### src/rtl/seg_display_mux.sv
`timescale 1ns/1ps
`default_nettype none
// =============================================================================
// seg_display_mux : two-digit multiplexed 7-segment driver fed by an
//                   AXI-Stream frame, with optional post-accept hold-off.
// Revision        : 1.0
// =============================================================================
module seg_display_mux #(
  parameter int         REFRESH     = 50000,
  parameter int         HOLD        = 0,
  parameter bit         SEG_ACT_LOW = 1'b1,
  parameter bit         BLANK_LEAD  = 1'b1,
  parameter logic [6:0] ZERO_CODE   = 7'b1111110
) (
  input  logic            clk,
  input  logic            rstn,
  input  logic            s_valid,
  output logic            s_ready,
  input  logic [1:0][6:0] s_data,
  output logic [6:0]      seg,
  output logic [1:0]      an,
  output logic            frame_vld
);

  localparam int c_cnt_w       = (REFRESH > 1) ? $clog2(REFRESH) : 1;
  localparam int c_hold_w      = (HOLD > 0) ? $clog2(HOLD + 1) : 1;
  localparam int c_hold_init_i = (HOLD > 0) ? HOLD - 1 : 0;

  localparam logic [c_cnt_w-1:0]  c_cnt_max   = c_cnt_w'(REFRESH - 1);
  localparam logic [c_hold_w-1:0] c_hold_init = c_hold_w'(c_hold_init_i);
  localparam logic [6:0]          c_seg_off   = SEG_ACT_LOW ? 7'h7F : 7'h00;

  typedef enum logic [1:0] {
    ST_IDLE    = 2'd0,
    ST_SHOW    = 2'd1,
    ST_HOLDOFF = 2'd2
  } state_t;

  state_t               r_state;
  logic [c_hold_w-1:0]  r_hold_cnt;
  logic [c_cnt_w-1:0]   r_refresh_cnt;
  logic                 r_digit_sel;
  logic [1:0][6:0]      r_disp;

  logic                 w_xfer;
  logic [6:0]           w_code;
  logic                 w_blank;
  logic [1:0]           w_an_nxt;
  logic [6:0]           w_seg_nxt;

  assign w_xfer = s_valid && s_ready;

  // Control FSM; s_ready is registered from the state being entered.
  always_ff @(posedge clk or negedge rstn) begin
    if (!rstn) begin
      r_state    <= ST_IDLE;
      r_hold_cnt <= '0;
      r_disp     <= '0;
      s_ready    <= 1'b0;
      frame_vld  <= 1'b0;
    end else begin
      case (r_state)
        ST_IDLE, ST_SHOW: begin
          s_ready <= 1'b1;
          if (w_xfer) begin
            r_disp    <= s_data;
            frame_vld <= 1'b1;
            if (HOLD == 0) begin
              r_state <= ST_SHOW;
            end else begin
              r_state    <= ST_HOLDOFF;
              r_hold_cnt <= c_hold_init;
              s_ready    <= 1'b0;
            end
          end
        end
        ST_HOLDOFF: begin
          if (r_hold_cnt == '0) begin
            r_state <= ST_SHOW;
            s_ready <= 1'b1;
          end else begin
            r_hold_cnt <= r_hold_cnt - 1'b1;
          end
        end
        default: begin
          r_state <= ST_IDLE;
          s_ready <= 1'b1;
        end
      endcase
    end
  end

  // Free-running slot timer, independent of frame traffic.
  always_ff @(posedge clk or negedge rstn) begin
    if (!rstn) begin
      r_refresh_cnt <= '0;
      r_digit_sel   <= 1'b0;
    end else if (r_refresh_cnt == c_cnt_max) begin
      r_refresh_cnt <= '0;
      r_digit_sel   <= ~r_digit_sel;
    end else begin
      r_refresh_cnt <= r_refresh_cnt + 1'b1;
    end
  end

  always_comb begin
    w_code    = r_digit_sel ? r_disp[1] : r_disp[0];
    w_blank   = (r_state == ST_IDLE) ||
                (BLANK_LEAD && r_digit_sel && (r_disp[1] == ZERO_CODE));
    w_an_nxt  = 2'b11;
    w_seg_nxt = c_seg_off;
    if (!w_blank) begin
      w_seg_nxt = SEG_ACT_LOW ? ~w_code : w_code;
      if (r_refresh_cnt != '0) begin
        w_an_nxt = r_digit_sel ? 2'b01 : 2'b10;
      end
    end
  end

  always_ff @(posedge clk or negedge rstn) begin
    if (!rstn) begin
      an  <= 2'b11;
      seg <= c_seg_off;
    end else begin
      an  <= w_an_nxt;
      seg <= w_seg_nxt;
    end
  end

endmodule
`default_nettype wire

### config.mk
export PLATFORM = sky130hd
export DESIGN_NAME = seg_display_mux
export DESIGN_NICKNAME = d
export VERILOG_FILES = /design/src/rtl/seg_display_mux.sv
export SDC_FILE = /design/constraint.sdc
export NUM_CORES = 1
export LEC_CHECK = 0
export CORE_UTILIZATION = 34
export CTS_BUF_LIST = sky130_fd_sc_hd__clkbuf_8
export CTS_CLUSTER_SIZE = 25
export DETAILED_ROUTE_END_ITERATION = 10
export PLACE_DENSITY = 0.54
export SYNTH_ARGS = -nofsm -noshare
export SYNTH_HDL_FRONTEND = slang
export SYNTH_SLANG_ARGS = --single-unit
### constraint.sdc
create_clock -name clk -period 2.2 [get_ports clk]
set_input_delay 0.22 -clock clk [delete_from_list [all_inputs] [get_ports clk]]
set_output_delay 0.22 -clock clk [all_outputs]
set_load 0.01 [all_outputs]
==> metrics.txt <==
status=finished, final reports clean; Worst Path Arrival=2.07 ns; post-synthesis instance total=140; P&R area growth vs syn=24.4%; Max-slew headroom=38.8%; DR pass1 iterations=4; Slew @ Worst Pin=0.917 ns; Setup Crit Path Kind=reg2reg; setup bufs post-CTS=0; Clock transition at path regs=about 0.08 ns; post-synthesis sequential area ratio=between 60 and 70%; Pwr Total=approximately 1.5 mW; Final setup viols=0; FFs w/ async S/R, synth=100%; Min Clock Period, post-route=1.89 ns; commonest non-fill, non-tap cell in the layout=dfrtp_1; ANT cells=0; Synthesis Warnings=0; post_cts resized=0; vias per inst=4.64; largest fanout on the critical path=10; Setup crit end kind=flop; clock skew=0.00801 ns; antenna viol nets, final=0; CTS root buffer=clkbuf_8; Fmax=530 MHz; post-DP HPWL=2.36 mm; VDD IR max=0.000357 V; CTS sink count=42; GRT Total Usage=14.7%; grt ovf=0; H-tree depth=2; Yosys cell types=23; later-pin clock latency in the skew report=0.29 ns; CTS tree=yes; number of global-route vias before repair=1199; Starting Density=36.5%; Avg Synthesized Cell Area=12.6 um^2; wire per inst=between 10 and 15 um; DRC=0; # nets final=192; DIE WIDTH=74.1 um; Max Slew Vio Count=0; I/O pin count=28; Num CTS Buffers=5; Die H=74.1 um; Top FF cell, synth=dfrtp_1; critical path launch point type=flop; pwr dens=689 mW/mm^2; 1st-iter DRT viols=between 60 and 70; Final period util=85.8%; FF+latch count, synth=42; final WL=3.32 mm; required time worst endpoint=2.38 ns; largest net degree at the start of global routing=43; GPL Wtd Cong=0.954; row count=25; share of cells above drive strength 1=24.1%; die area=~0.0055 mm^2; initial antenna violation count=0; Setup TNS=0 ns; Final Hold Fails=0; Buffers on Ports=27; DR vias=1119; EDFF count, synth=0; most frequent cells in the layout=dfrtp_1 (33), clkdlybuf4s50_1 (26), mux2_2 (21); CTS Hold Bufs=0; RSZ-0062 raised after global routing=false; HP Class=in2async; clk buf depth=2; Syn Nets=approximately 160; Core ar.=between 0.004 and 0.005 mm^2; Mapped Area=approximately 0.0018 mm^2; Leak=0.940 nW; first-pass GRT wire length=5.85 mm; max cap viols=0
[synth_stat cells (2+ instances only)]
library cell	instances	area [um^2]
dfrtp_1	33	826
mux2_2	21	236
nand2_1	13	48.8
nor2_1	11	41.3
xnor2_1	10	87.6
dfstp_2	9	236
nand3_1	7	35.0
nand4_1	6	37.5
nor3_1	5	25.0
xor2_1	5	43.8
inv_1	4	15.0
nor4_1	3	18.8
clkbuf_1	2	7.51
ha_1	2	25.0
[worst paths after layout]
path	from	to	slack [ns]	cells past startpoint
worst max-delay path	r_refresh_cnt[11]	r_refresh_cnt[1]	0.31	4
worst min-delay path	rstn	r_disp[4]	0.05	1
worst max register to register	r_refresh_cnt[11]	r_refresh_cnt[1]	0.31	4
worst min register to register	frame_vld	seg[0]	0.48	1
max in group asynchronous	rstn	s_ready	1.57	1
min in group clk	frame_vld	seg[0]	0.48	1
[critical path, cell delays in order (launching register included)]
cell and delay [ns]:
dfrtp_1 0.44, nor4_2 0.36, nand2_1 0.14, nor4_4 0.55, and2b_2 0.28
[per-layer routing]
layer / global-route usage [%] / up-vias / part of all wire, %
li1: - / 544 / -
met1: 17.8 / 541 / 43
met2: 24.3 / 30 / 50
met3: 5.01 / 4 / 5.8
met4: 5.13 / 0 / 1.1
met5: 0 / - / 0
[where the power goes]
| group | total, mW | switching (mW) | leakage, nW | internal [mW] |
|---|---|---|---|---|
| Clock | 0.473 | 0.258 | 0.0491 | 0.215 |
| Combinational | 0.171 | 0.0612 | 0.388 | 0.110 |
| Sequential | 0.872 | 0.0277 | 0.502 | 0.845 |
[per-stage QoR]
step                util (%)  setup slack, ns  std cells  hold slack [ns]  cell area (um^2)
finish                  45.4            0.312        241           0.0525              2200
global route            45.4            0.135        241            0.129              2200
CTS                     45.4            0.282        241           0.0834              2200
detailed placement      43.7            0.290        233            0.408              2120
global placement        43.7            0.385        233            0.395              2120
floorplan                  -            0.543        140          -0.0756              1770
[final cells by class]
type	count	area [um^2]
clock buffers	5	68.8
repair buffers	28	273
inverters	4	15.0
clock inverters	3	13.8
flip-flops and latches	42	1060
multi-input cells	92	684
fillers	453	2650
well taps	67	83.8
[cells by family after synthesis]
family | count (synthesis) | share of synthesized area, %
xor+xnor | 15 | 7.43
mux | 21 | 13.4
other cells | 1 | 0.212
flops | 42 | 60.0
simple gates | 52 | 15.8
compound gates | 1 | 0.424
fa+ha+maj | 2 | 1.41
buf+inv | 6 | 1.27
[flip-flops by register name (all words and copies together) (netlist names)]
register	flops
frame_vld	1
r_disp	14
r_digit_sel	1
r_refresh_cnt	16
s_ready	1
seg	7
an	2
Note: power is estimated with default switching activity, not from simulation.
